--- src/rtl/dac_sample_driver.sv ---
// Paced sample FIFO feeding a 4-element thermometer DAC, with optional
// data-weighted-averaging element rotation and sticky underrun/saturation flags.
module dac_sample_driver #(
  parameter int DEPTH    = 4,
  parameter int RATE_DIV = 16,
  parameter int DWA_EN   = 1
) (
  input  logic                       clk,
  input  logic                       reset,
  input  logic                       enable,
  input  logic [2:0]                 in_data,
  input  logic                       in_valid,
  output logic                       in_ready,
  input  logic                       clear_flags,
  output logic [3:0]                 thermo_out,
  output logic                       update_pulse,
  output logic [$clog2(DEPTH):0]     fifo_level,
  output logic                       underrun,
  output logic                       sat_flag
);

  localparam int AW = $clog2(DEPTH);
  localparam int LW = AW + 1;
  localparam int CW = $clog2(RATE_DIV);

  typedef enum logic {IDLE, RUN} state_t;

  state_t          state, next_state;
  logic [CW-1:0]   count;
  logic [1:0]      ptr;
  logic [AW-1:0]   wr_ptr, rd_ptr;
  logic [2:0]      mem [DEPTH];
  logic [2:0]      head, k;
  logic [3:0]      mapped;
  logic [1:0]      idx;
  logic            push, pop, tick, empty;

  always_ff @(posedge clk) begin
    if (reset) state <= IDLE;
    else       state <= next_state;
  end

  always_comb begin
    next_state = state;
    if (enable) next_state = RUN;
    else        next_state = IDLE;
  end

  assign empty    = (fifo_level == '0);
  assign in_ready = (fifo_level != LW'(DEPTH));
  assign push     = in_valid && in_ready;
  // A tick is only honoured while staying in RUN, so IDLE always shows 0000.
  assign tick     = (state == RUN) && enable && (count == CW'(RATE_DIV - 1));
  assign pop      = tick && !empty;
  assign head     = mem[rd_ptr];

  always_comb begin
    k      = (head > 3'd4) ? 3'd4 : head;
    mapped = 4'b0000;
    idx    = 2'd0;
    for (int i = 0; i < 4; i++) begin
      if (i < int'(k)) begin
        if (DWA_EN != 0) begin
          idx         = ptr + 2'(i);
          mapped[idx] = 1'b1;
        end else begin
          mapped[i] = 1'b1;
        end
      end
    end
  end

  // Storage needs no reset: the pointers define which entries are live.
  always_ff @(posedge clk) begin
    if (push) mem[wr_ptr] <= in_data;
  end

  always_ff @(posedge clk) begin
    if (reset) begin
      wr_ptr       <= '0;
      rd_ptr       <= '0;
      fifo_level   <= '0;
      count        <= '0;
      ptr          <= 2'd0;
      thermo_out   <= 4'b0000;
      update_pulse <= 1'b0;
      underrun     <= 1'b0;
      sat_flag     <= 1'b0;
    end else begin
      if (push) wr_ptr <= wr_ptr + 1'b1;
      if (pop)  rd_ptr <= rd_ptr + 1'b1;
      if (push && !pop)      fifo_level <= fifo_level + LW'(1);
      else if (pop && !push) fifo_level <= fifo_level - LW'(1);
      update_pulse <= pop;

      if (!enable) begin
        count      <= '0;
        ptr        <= 2'd0;
        thermo_out <= 4'b0000;
      end else if (state == RUN) begin
        count <= tick ? '0 : count + 1'b1;
        if (pop) begin
          thermo_out <= mapped;
          // k=4 truncates to 0 here, leaving the pointer in place.
          if (DWA_EN != 0) ptr <= ptr + k[1:0];
        end
      end else begin
        count <= '0;
      end

      if (tick && empty)  underrun <= 1'b1;
      else if (clear_flags) underrun <= 1'b0;
      if (pop && head > 3'd4) sat_flag <= 1'b1;
      else if (clear_flags)   sat_flag <= 1'b0;
    end
  end

endmodule

--- config.mk ---
export PLATFORM = sky130hd
export DESIGN_NAME = dac_sample_driver
export DESIGN_NICKNAME = d
export VERILOG_FILES = /design/src/rtl/dac_sample_driver.sv
export SDC_FILE = /design/constraint.sdc
export NUM_CORES = 1
export LEC_CHECK = 0
export ABC_AREA = 1
export BUFFER_PORTS_ARGS = -buffer_cell sky130_fd_sc_hd__buf_2
export CELL_PAD_IN_SITES_DETAIL_PLACEMENT = 1
export CELL_PAD_IN_SITES_GLOBAL_PLACEMENT = 1
export CORE_MARGIN = 1
export CORE_UTILIZATION = 40
export DETAILED_ROUTE_END_ITERATION = 10
export PLACE_DENSITY = 0.7
export SYNTH_ARGS = -nofsm -noshare
export SYNTH_HDL_FRONTEND = slang
export SYNTH_SLANG_ARGS = --single-unit
--- constraint.sdc ---
create_clock -name clk -period 5.2 [get_ports clk]
set_clock_uncertainty 0.05 [all_clocks]
set_input_delay 0.52 -clock clk [delete_from_list [all_inputs] [get_ports clk]]
set_output_delay 0.52 -clock clk [all_outputs]
set_load 0.02 [all_outputs]
; ---- Yosys cells after proc, flatten, opt, wreduce, memory -nomap -nowiden
; Memory sizes are Yosys's and may differ from the RTL's. A register that Yosys moved wholly into a read port is not among the register bits.
; Cells that the tools add are included.
[totals]
regBits = 21
mem_bits_rw = 12
inputBits = 8
out_inout_bits = 11
elab_cells = 85
memories = 1
[mem_list]
columns = name, depth, width, read_ports, rd_ports_with_merged_regs, wr, line
row1 = mem, 4, 3, 1, 1, 1, 32  ; logic [2:0] mem [DEPTH];
[op_classes]
add_sub_neg = 9
n_lt_le_gt_ge = 13
eq_ne = 2
muxes = 23
bitwise = 5
n_reduce_logical = 22
[ops]
columns = operator, count
row1 = $mux W4, 4
row2 = $logic_and A1 B1 Y1, 12
row3 = $lt A2 B3 Y1 const B, 4
row4 = $or A4 B4 Y4, 3
row5 = $mux W1, 10
row6 = $mux W3, 3
row7 = $demux W1 S2, 4
row8 = $ge A2 B1 Y1 const B, 4
row9 = $add A2 B1 Y2 const B, 3
row10 = $lt A1 B3 Y1 const A, 2
row11 = $lt A2 B3 Y1 const A, 2
row12 = $reduce_bool A2 Y1, 3
row13 = $add A2 B2 Y2 const B, 2
row14 = $add A4 B1 Y4 const B, 1
row15 = $eq A4 B4 Y1 const B, 1
row16 = $mux W2, 2
row17 = $reduce_or A4 Y1, 1
row18 = $add A3 B1 Y3 const B, 1
row19 = $gt A3 B3 Y1 const B, 1
row20 = $logic_not A1 Y1, 3
row21 = $logic_not A3 Y1, 1
row22 = $ne A3 B3 Y1 const B, 1
row23 = $sub A3 B1 Y3 const B, 1
row24 = $add A2 B2 Y2, 1
row25 = 3 further kinds, 4

; ---- Longest topological paths before layout
; Gate-level depths: netlist of the first run.
[logic_depth]
word_depth = 11
mapped_depth = 14
mapped_depth_nobuf = 12

; ---- Least setup slack after synthesis of the first run
; No wires, ideal clock.
[synth_path]
path_kind = register to register
startpoint = register fifo_level[0]
endpoint = register fifo_level[2]
setup_time_ns = 0.122
t_arrival_ns = 2.023
t_required_ns = 5.028
path_slack_ns = 3.005
stages_incl_launch_ff = 12
path_buffers = 0
period_less_slack_ns = 2.195
cell_sequence = dfxtp_1 -> nor2_1 -> nand2_1 -> nand2_1 -> inv_1 -> ha_1 -> inv_1 -> fa_1 -> a21oi_1 -> o21ai_0 -> o21ai_0 -> a21oi_1
[synth_between]
elab_cells_between_ends = 14
classes_between = 2 x add/sub / 1 x eq/ne / 2 x mux / 9 x reduce/logical
[synth_lines]
columns = element, line
row1 = "start, declared", 17  ; output logic [$clog2(DEPTH):0] fifo_level,
row2 = "start signal, assigned", 92  ; if (push && !pop) fifo_level <= fifo_level + LW'(1);
row3 = "start signal, assigned", 93  ; else if (pop && !push) fifo_level <= fifo_level - LW'(1);
row4 = $ne A3 B3 Y1 (*), 50  ; assign in_ready = (fifo_level != LW'(DEPTH));
row5 = net in_ready, 13  ; output logic in_ready,
row6 = $logic_and A1 B1 Y1 (*), 51  ; assign push = in_valid && in_ready;
row7 = net push, 36  ; logic push, pop, tick, empty;
row8 = $logic_not A1 Y1, 93
row9 = $logic_and A1 B1 Y1, 93
row10 = $reduce_bool A2 Y1 (no line), --
; Mark *: on every way through the listed nets, which the timed path passes. The rest lies on a longest branch. The select of a mux whose other input is x is not followed.
; A chain may end at the register's enable or synchronous reset.

; ---- Final worst setup path of the first run
[layout_path]
startpoint = register count[0]
endpoint = register fifo_level[1]
[layout_between]
elab_chain_cells = 6
elab_cells_between_ends = 8
classes_between = 1 x eq/ne / 1 x mux / 6 x reduce/logical
[layout_rtl]
columns = element, line
row1 = "start, declared", 29  ; logic [CW-1:0] count;
row2 = "start signal, assigned", 101  ; count <= tick ? '0 : count + 1'b1;
row3 = $eq A4 B4 Y1 (*), 53  ; assign tick = (state == RUN) && enable && (count == CW'(RATE_DIV - 1));
row4 = $logic_and A1 B1 Y1 (*), 53
row5 = $logic_and A1 B1 Y1 (*), 54  ; assign pop = tick && !empty;
row6 = $logic_not A1 Y1, 92
row7 = $logic_and A1 B1 Y1, 92
row8 = $mux W3 or $reduce_bool A2 Y1 (tied branches), --
; Mark *: on every way between the ends. The rest lies on a longest branch, timed or not.

==> results of run 1 <==
-- worst max-delay path: cells and delay by family, from the launching register on --
kind	cells	cell delay (ps)
buffers and inverters	2	230
AO/OA/AOI/OAI	1	160
flip-flops	1	350
AND/OR/NAND/NOR	3	480
adder cells (fa/ha/maj)	3	850
-- path summary, 6_finish.rpt --
path | endpoint | slack, ps | cells after the start | from
max | fifo_level[1] | 2990 | 9 | count[0]
min | underrun | 340 | 2 | reset
max reg2reg | fifo_level[1] | 2990 | 9 | count[0]
min reg2reg | count[0] | 400 | 1 | count[0]
-- state kept, by name, indices dropped and copies added (netlist names), named ones only --
register      cells
count             4
fifo_level        3
mem              12
ptr               2
rd_ptr            2
sat_flag          1
state             1
thermo_out        4
underrun          1
update_pulse      1
wr_ptr            2
-- routing by layer --
layer / share of wire [%] / wire, um / vias up / GRT usage, %
li1: - / - / 695 / -
met1: 46 / 1629 / 635 / 22.88
met2: 49 / 1729 / 20 / 30.38
met3: 3.1 / 111 / 6 / 5.308
met4: 1.7 / 60 / 0 / 8.777
met5: 0 / 0 / - / 0
-- layout by cell type, fill, tap and decap left out, drive strengths merged --
cell type	n
nand2	47
inv	30
nor2	28
dfxtp	23
nand3	19
buf	18
o21ai	14
edfxtp	12
a21oi	11
ha	7
clkbuf	7
nand4	2
nand3b	2
nor3	1
xor2	1
a211oi	1
xnor2	1
fa	1
clkinv	1
-- power by group --
part	internal (mW)	leakage, nW	switching (mW)
combinational	0.0209	0.504	0.0424
clock	0.107	0.0482	0.0953
sequential	0.294	0.297	0.00876
-- layout make-up --
| cell class | instances | area [um^2] |
|---|---|---|
| Sequential cell | 35 | 820.8 |
| Tap cell | 50 | 62.56 |
| Clock inverter | 1 | 5.005 |
| Timing Repair Buffer | 18 | 90.09 |
| Inverter | 30 | 120.1 |
| Multi-Input combinational cell | 135 | 721.9 |
| Clock buffer | 7 | 86.33 |
| Fill cell | 508 | 2122 |
-- per-stage QoR --
stage	cell area [um^2]	setup WS, ps	utilization, %	hold slack (ps)
2_1_floorplan	1697	3005	-	367.5
3_3_place_gp	1815	2873	45.06	379.2
3_5_place_dp	1815	2774	45.06	391.8
4_1_cts	1907	2983	47.33	331.4
5_1_grt	1907	2738	47.33	343.1
6_report	1907	2988	47.33	342.0
-- kinds of logic (layout without fill, tap and decap cells) --
family	after synthesis	count (layout)
flops	35	35
buf+inv	33	56
fa+ha+maj	8	8
simple gates	99	99
compound gates	26	26
xor+xnor	2	2
==> impl_metrics.env, run 1 <==
export IMPL_grt_overflow=0
export IMPL_htreeDepth=2
export IMPL_synth_top_area_cell="dfxtp_1"
export IMPL_boundaryPins=19
export IMPL_hold_violations=0
export IMPL_dr_pass1_iters=4
export IMPL_finalCritPeriodShare_pct=42.54
export IMPL_synth_xor_area_share_pct=1.032
export IMPL_post_cts_buffers=0
export IMPL_synth_commonest_cells="nand2_1, inv_1, nor2_1, dfxtp_1, nand3_1"
export IMPL_synthCells=203
export IMPL_synth_nets=219
export IMPL_yosysSeqAreaShare_pct=48.38
export IMPL_arrival_ps=2350
export IMPL_route_antenna_remaining_nets=0
export IMPL_insertion_delay_ps=290
export IMPL_worstPathRequired_ps=5330
export IMPL_syn_to_final_growth_pct=12.39
export IMPL_cts_made_buffers=5
export IMPL_drive_above_1_share_pct=16.37
export IMPL_initial_core_util_pct=42.11
export IMPL_report_final_slew_viol_count=0
export IMPL_cts_path_max_buffers=2
export IMPL_synth_top_family_by_area="simple AND/OR/NAND/NOR gates"
export IMPL_ctsResizeCount=0
export IMPL_status="completed"
export IMPL_hold_class="in2reg"
export IMPL_grt_pass1_vias=1368
export IMPL_gp_congestion=0.8852
export IMPL_leakage_nw=0.8495
export IMPL_ys_types=25
export IMPL_setup_tns_ps=0
export IMPL_holdBufCountCts=0
export IMPL_core_area_um2=4029
export IMPL_yosysMostFrequentCell="nand2_1"
export IMPL_max_freq_mhz=452.1
export IMPL_fp_dieW_um=67.13
export IMPL_track_usage_pct=18.79
export IMPL_cts_root_buffer="clkbuf_8"
export IMPL_drt_wl_total_mm=3.530
export IMPL_final_cells=276
export IMPL_path_cells="ha_1 -> nand3_2 -> nor2_4 -> inv_1 -> ha_1 -> inv_1 -> fa_1 -> o21ai_0 -> nor2_1"
export IMPL_relSlewSlack_pct=71.01
export IMPL_wl_per_cell_um=12.79
export IMPL_yosysTopAreaCellShare_pct=27.14
export IMPL_dp_hpwl_mm=2.718
export IMPL_die_h_um=67.13
export IMPL_post_place_cells=268
export IMPL_viasPerCell=4.913
export IMPL_crit_type="reg2reg"
export IMPL_cts_clk_slew_worst_paths_ps=70
export IMPL_antennaDiodeCount=0
export IMPL_drtIter0Drc=33
export IMPL_nets=241
export IMPL_ys_flop_type="dfxtp_1"
export IMPL_crit_path_end_kind="flop"
export IMPL_synth_avg_cell_area_um2=8.358
export IMPL_crit_fanout=16
export IMPL_maxCapViolations=0
export IMPL_rows=23
export IMPL_grt_setup_unrepaired="false"
export IMPL_grt_pass1_wl_mm=6.127
export IMPL_ys_ff_latch=35
export IMPL_power_density_nw_per_um2=298.1
export IMPL_numClockSinks=35
export IMPL_yosys_area_share_adder_pct=6.342
export IMPL_async_flop_share_pct=0
export IMPL_synth_compound_area_share_pct=7.817
export IMPL_crit_path_top_delay_cell="fa_1"
export IMPL_fin_crit_ps=2212
export IMPL_yosys_warnings=0
export IMPL_synth_area_leaders="dfxtp_1, edfxtp_1, nand2_1"
export IMPL_setup_viol=0
export IMPL_grt_max_degree=17
export IMPL_start_kind="flop"
export IMPL_port_buffers=18
export IMPL_peakVddDrop_uv=153.5
export IMPL_netlist_area_um2=1697
export IMPL_dieArea_um2=4506
export IMPL_synth_mux_area_share_pct=0
export IMPL_synth_simple_area_share_pct=27.36
export IMPL_cts_tree="built"
export IMPL_antenna_found_initial=0
export IMPL_power_mw=0.5684
export IMPL_num_vias=1356
export IMPL_tightest_slew_ps=434.2
export IMPL_slowest_delay_ps=410
export IMPL_drc=0
export IMPL_synth_edff_count=12
Note: power is estimated with default switching activity, not from simulation.
==> run 2, diff against run 1 <==
==> constraint.sdc (replaced) <==
create_clock -name clk -period 2.3 [get_ports clk]
set_clock_uncertainty 0.05 [all_clocks]
set_input_delay 0.23 -clock clk [delete_from_list [all_inputs] [get_ports clk]]
set_output_delay 0.23 -clock clk [all_outputs]
set_load 0.02 [all_outputs]
==> impl_metrics.env, run 2 (same netlist as run 1, synthesis figures left out) <==
export IMPL_start_kind="flop"
export IMPL_hold_class="in2reg"
export IMPL_layout_commonest_cell="nand2_1"
export IMPL_tightest_slew_ps=407.6
export IMPL_route_antenna_remaining_nets=0
export IMPL_grt_pass1_wl_mm=6.127
export IMPL_crit_type="reg2reg"
export IMPL_drc=0
export IMPL_finalCritPeriodShare_pct=90.91
export IMPL_layout_common_cells="nand2_1, inv_1, nor2_1"
export IMPL_drt_wl_total_mm=3.610
export IMPL_nets=242
export IMPL_report_final_slew_viol_count=0
export IMPL_setup_viol=0
export IMPL_arrival_ps=2210
export IMPL_cts_made_buffers=5
export IMPL_min_from="reset"
export IMPL_rows=23
export IMPL_max_freq_mhz=478.2
export IMPL_r2r_start="count[0]"
export IMPL_cts_tree="built"
export IMPL_core_area_um2=4029
export IMPL_fp_dieW_um=67.13
export IMPL_power_mw=1.254
export IMPL_post_cts_buffers=0
export IMPL_htreeDepth=2
export IMPL_drtIter0Drc=52
export IMPL_initial_core_util_pct=42.11
export IMPL_relSlewSlack_pct=72.79
export IMPL_fin_crit_ps=2091
export IMPL_antenna_found_initial=0
export IMPL_maxCapViolations=0
export IMPL_power_density_nw_per_um2=657.1
export IMPL_status="completed"
export IMPL_r2r_cells=11
export IMPL_gp_congestion=0.8612
export IMPL_antennaDiodeCount=0
export IMPL_viasPerCell=4.906
export IMPL_num_fill_cells=498
export IMPL_insertion_delay_ps=290
export IMPL_port_buffers=18
export IMPL_numClockSinks=35
export IMPL_grt_max_degree=16
export IMPL_largest_reg_flops=12
export IMPL_top_register="mem"
export IMPL_track_usage_pct=18.66
export IMPL_crit_fanout=3
export IMPL_largestRegisters="mem x12, count x4, thermo_out x4"
export IMPL_hold_depth=2
export IMPL_grt_setup_unrepaired="false"
export IMPL_leakage_nw=0.8474
export IMPL_boundaryPins=19
export IMPL_cts_path_max_buffers=2
export IMPL_grt_overflow=0
export IMPL_grt_pass1_vias=1381
export IMPL_die_h_um=67.13
export IMPL_dp_hpwl_mm=2.735
export IMPL_drive_above_1_share_pct=17.18
export IMPL_dieArea_um2=4506
export IMPL_crit_path_end_kind="flop"
export IMPL_dr_pass1_iters=4
export IMPL_cts_clk_slew_worst_paths_ps=70
export IMPL_critical_path_startpoint="count[0]"
export IMPL_cts_root_buffer="clkbuf_8"
export IMPL_setup_tns_ps=0
export IMPL_hold_violations=0
export IMPL_wl_per_cell_um=13.03
export IMPL_num_vias=1359
export IMPL_worstPathRequired_ps=2420
export IMPL_syn_to_final_growth_pct=12.46
export IMPL_peakVddDrop_uv=318.0
-- run 2: changes by cell type in the layout (fill, tap and decap cells not counted), sizes merged --
cell,change
buf,+1
clkbuf,-1
clkinv,+1
-- run 2: cell type report --
type | instances | area (um^2) | share of cell area (%)
clock buffers | 6 | 72.57 | 3.803
clock inverters | 2 | 7.507 | 0.3934
inverters | 30 | 120.1 | 6.295
multi-input cells | 135 | 724.4 | 37.97
flip-flops and latches | 35 | 823.3 | 43.15
well taps | 50 | 62.56 | 3.279
repair buffers | 19 | 97.59 | 5.115
-- run 2: power breakdown --
part	internal (mW)	switching (mW)	leakage, nW
combinational	0.0487	0.100	0.510
sequential	0.666	0.0196	0.297
clock	0.206	0.213	0.0403
total	0.921	0.333	0.847
-- run 2: path summary, 6_finish.rpt --
kind,endpoint,slack [ps]
setup reg to reg,fifo_level[2],210
setup / recovery,fifo_level[2],210
hold / removal,underrun,60
hold reg to reg,count[0],400
-- run 2: routing by layer --
metal | global-route usage (%) | vias to the layer above | routed length, um | part of all wire (%)
met5 | 0 | - | 0 | 0
met4 | 7.979 | 0 | 63 | 1.7
met3 | 4.623 | 6 | 96 | 2.7
met2 | 33.00 | 15 | 1798 | 50
met1 | 21.02 | 644 | 1651 | 46
li1 | - | 694 | - | -
-- run 2: worst max-delay path, stage by stage, from the launching register on --
cell and delay (ps):
dfxtp_1 330, ha_1 250, nand3_2 120, nor2_4 40, inv_1 100, ha_1 160
inv_1 70, fa_1 390, a21oi_1 160, o21ai_0 130, o21ai_1 130, a21oi_1 50
-- run 2: repair_timing --
item,in CTS,in global routing
hold buffers,0,0
resized for setup,0,4
endpoints found under the setup margin,0,1
-- run 2: stage by stage --
step           cell area (um^2)  setup slack [ps]  util [%]  cells  hold WS [ps]
6_report                   1908             209.0     47.36    277         56.43
5_1_grt                    1908             27.86     47.36    277         59.36
4_1_cts                    1903             80.58     47.24    277         45.66
3_5_place_dp               1823             99.30     45.25    269         358.7
3_3_place_gp               1823             289.5     45.25    269         350.9
2_1_floorplan              1697             104.9         -    203         249.1
==> run 3, diff against run 2 <==
--- a/config.mk
+++ b/config.mk
@@ -8,11 +8,12 @@
 export ABC_AREA = 1
 export BUFFER_PORTS_ARGS = -buffer_cell sky130_fd_sc_hd__buf_2
 export CELL_PAD_IN_SITES_DETAIL_PLACEMENT = 1
-export CELL_PAD_IN_SITES_GLOBAL_PLACEMENT = 1
+export CELL_PAD_IN_SITES_GLOBAL_PLACEMENT = 2
 export CORE_MARGIN = 1
-export CORE_UTILIZATION = 40
+export CORE_UTILIZATION = 34
 export DETAILED_ROUTE_END_ITERATION = 10
-export PLACE_DENSITY = 0.7
+export PLACE_DENSITY = 0.74
+export SETUP_SLACK_MARGIN = 0.05
 export SYNTH_ARGS = -nofsm -noshare
 export SYNTH_HDL_FRONTEND = slang
 export SYNTH_SLANG_ARGS = --single-unit
==> impl_metrics.env, run 3 (same netlist as run 1, synthesis figures left out) <==
export IMPL_p_seq_share_pct=55.2
export IMPL_cpLargestDelayFamily="adder cells"
export IMPL_numClockSinks=35
export IMPL_report_final_slew_viol_count=0
export IMPL_power_share_clock_pct=33.1
export IMPL_antenna_found_initial=0
export IMPL_gp_congestion=0.7321
export IMPL_initial_core_util_pct=35.68
export IMPL_grt_pass1_vias=1402
export IMPL_maxCapViolations=0
export IMPL_worstPathRequired_ps=2400
export IMPL_cts_path_max_buffers=2
export IMPL_syn_to_final_growth_pct=13.64
export IMPL_crit_type="reg2reg"
export IMPL_cts_made_buffers=5
export IMPL_cts_tree="built"
export IMPL_drtIter0Drc=54
export IMPL_multi_input_area_um2=724.4
export IMPL_top_register="mem"
export IMPL_core_area_um2=4755
export IMPL_htreeDepth=2
export IMPL_drive_above_1_share_pct=16.74
export IMPL_num_fill_cells=593
export IMPL_nets=242
export IMPL_crit_path_end_kind="flop"
export IMPL_boundaryPins=19
export IMPL_crit_path_top_delay_cell="fa_1"
export IMPL_slowest_delay_ps=390
export IMPL_post_place_cells=286
export IMPL_layout_common_cells="nand2_1, inv_1, nor2_1"
export IMPL_grt_max_degree=16
export IMPL_track_usage_pct=15.19
export IMPL_tightest_slew_ps=450.6
export IMPL_hold_violations=0
export IMPL_cts_root_buffer="clkbuf_8"
export IMPL_grt_overflow=0
export IMPL_setup_tns_ps=0
export IMPL_die_h_um=72.64
export IMPL_drc=0
export IMPL_power_density_nw_per_um2=642.9
export IMPL_grt_setup_unrepaired="false"
export IMPL_dr_pass1_iters=4
export IMPL_cts_clk_slew_worst_paths_ps=60
export IMPL_layout_commonest_cell="nand2_1"
export IMPL_setup_viol=0
export IMPL_post_cts_buffers=0
export IMPL_max_freq_mhz=486.9
export IMPL_path_cells="ha_1 -> nand3_2 -> nor2_4 -> inv_1 -> ha_1 -> inv_1 -> fa_1 -> a21oi_1 -> o21ai_0 -> o21ai_1 -> a21oi_1"
export IMPL_leakage_nw=0.8463
export IMPL_status="completed"
export IMPL_final_cells=294
export IMPL_register_area_um2=822.0
export IMPL_viasPerCell=4.568
export IMPL_hold_class="in2reg"
export IMPL_dp_hpwl_mm=2.758
export IMPL_finalCritPeriodShare_pct=89.29
export IMPL_insertion_delay_ps=270
export IMPL_antennaDiodeCount=0
export IMPL_dieArea_um2=5277
export IMPL_wl_per_cell_um=11.84
export IMPL_power_net_switching_mw=0.3105
export IMPL_crit_fanout=3
export IMPL_arrival_ps=2160
export IMPL_largestRegisters="mem x12, count x4, thermo_out x4"
export IMPL_largest_reg_flops=12
export IMPL_num_vias=1343
export IMPL_grt_pass1_wl_mm=6.216
export IMPL_route_antenna_remaining_nets=0
export IMPL_fin_crit_ps=2054
export IMPL_cp_num_buf_inv=2
export IMPL_switching_share_pct=25.04
export IMPL_internal_power_mw=0.9292
export IMPL_drt_wl_total_mm=3.482
export IMPL_rows=25
export IMPL_port_buffers=18
export IMPL_fp_dieW_um=72.64
export IMPL_peakVddDrop_uv=282.8
export IMPL_relSlewSlack_pct=69.92
export IMPL_p_comb_share_pct=11.7
export IMPL_start_kind="flop"
export IMPL_hold_ws_ps=74.17
## run 3: changes by cell type in the layout (fill, tap and decap cells not counted)
cell / before / now
dfxtp_1: 21 / 22
clkinv_1: 2 / 0
dfxtp_2: 2 / 1
clkbuf_1: 1 / 3
## run 3: through the flow
stage,total power [mW],utilization (%),setup slack (ps),instance area (um^2)
after global placement,0.8354,38.79,289.6,1844
final,1.240,40.55,246.3,1928
after CTS,1.273,40.47,150.1,1924
after detailed placement,0.8453,38.79,161.8,1844
after floorplan,0.7991,-,104.9,1697
after global routing,1.305,40.55,82.03,1928
## run 3: area by class of cell
| type | count | area share [%] |
|---|---|---|
| clock buffers | 8 | 4.153 |
| inverters | 30 | 6.230 |
| multi-input cells | 135 | 37.57 |
| flip-flops and latches | 35 | 42.63 |
| well taps | 67 | 4.348 |
| repair buffers | 19 | 5.062 |
## run 3: power by group through the flow
stage	Sequential, mW	Combinational [mW]	Clock [mW]
2_1_floorplan	0.703	0.0964	0
3_3_place_gp	0.696	0.139	0
3_5_place_dp	0.698	0.147	0
4_1_cts	0.684	0.148	0.441
5_1_grt	0.688	0.167	0.449
6_report	0.684	0.145	0.410
## run 3: metal layers
layer	routed length [um]	global-route usage (%)	vias to the layer above
met2	1673	25.96	17
met4	24	4.575	0
met5	0	0	-
li1	-	-	695
met3	95	3.453	4
met1	1689	19.11	627
## run 3: final timing paths
check | start | endpoint | slack (ps) | cells after the start
hold / removal | reset | underrun | 70 | 2
setup reg to reg | count[0] | fifo_level[2] | 250 | 11
hold reg to reg | count[0] | count[0] | 400 | 1
setup / recovery | count[0] | fifo_level[2] | 250 | 11
## run 3: repair_timing
| item | in CTS | in global routing |
|---|---|---|
| gates resized for setup | 0 | 3 |
| endpoints found under the setup margin | 0 | 1 |
| hold buffers | 0 | 0 |
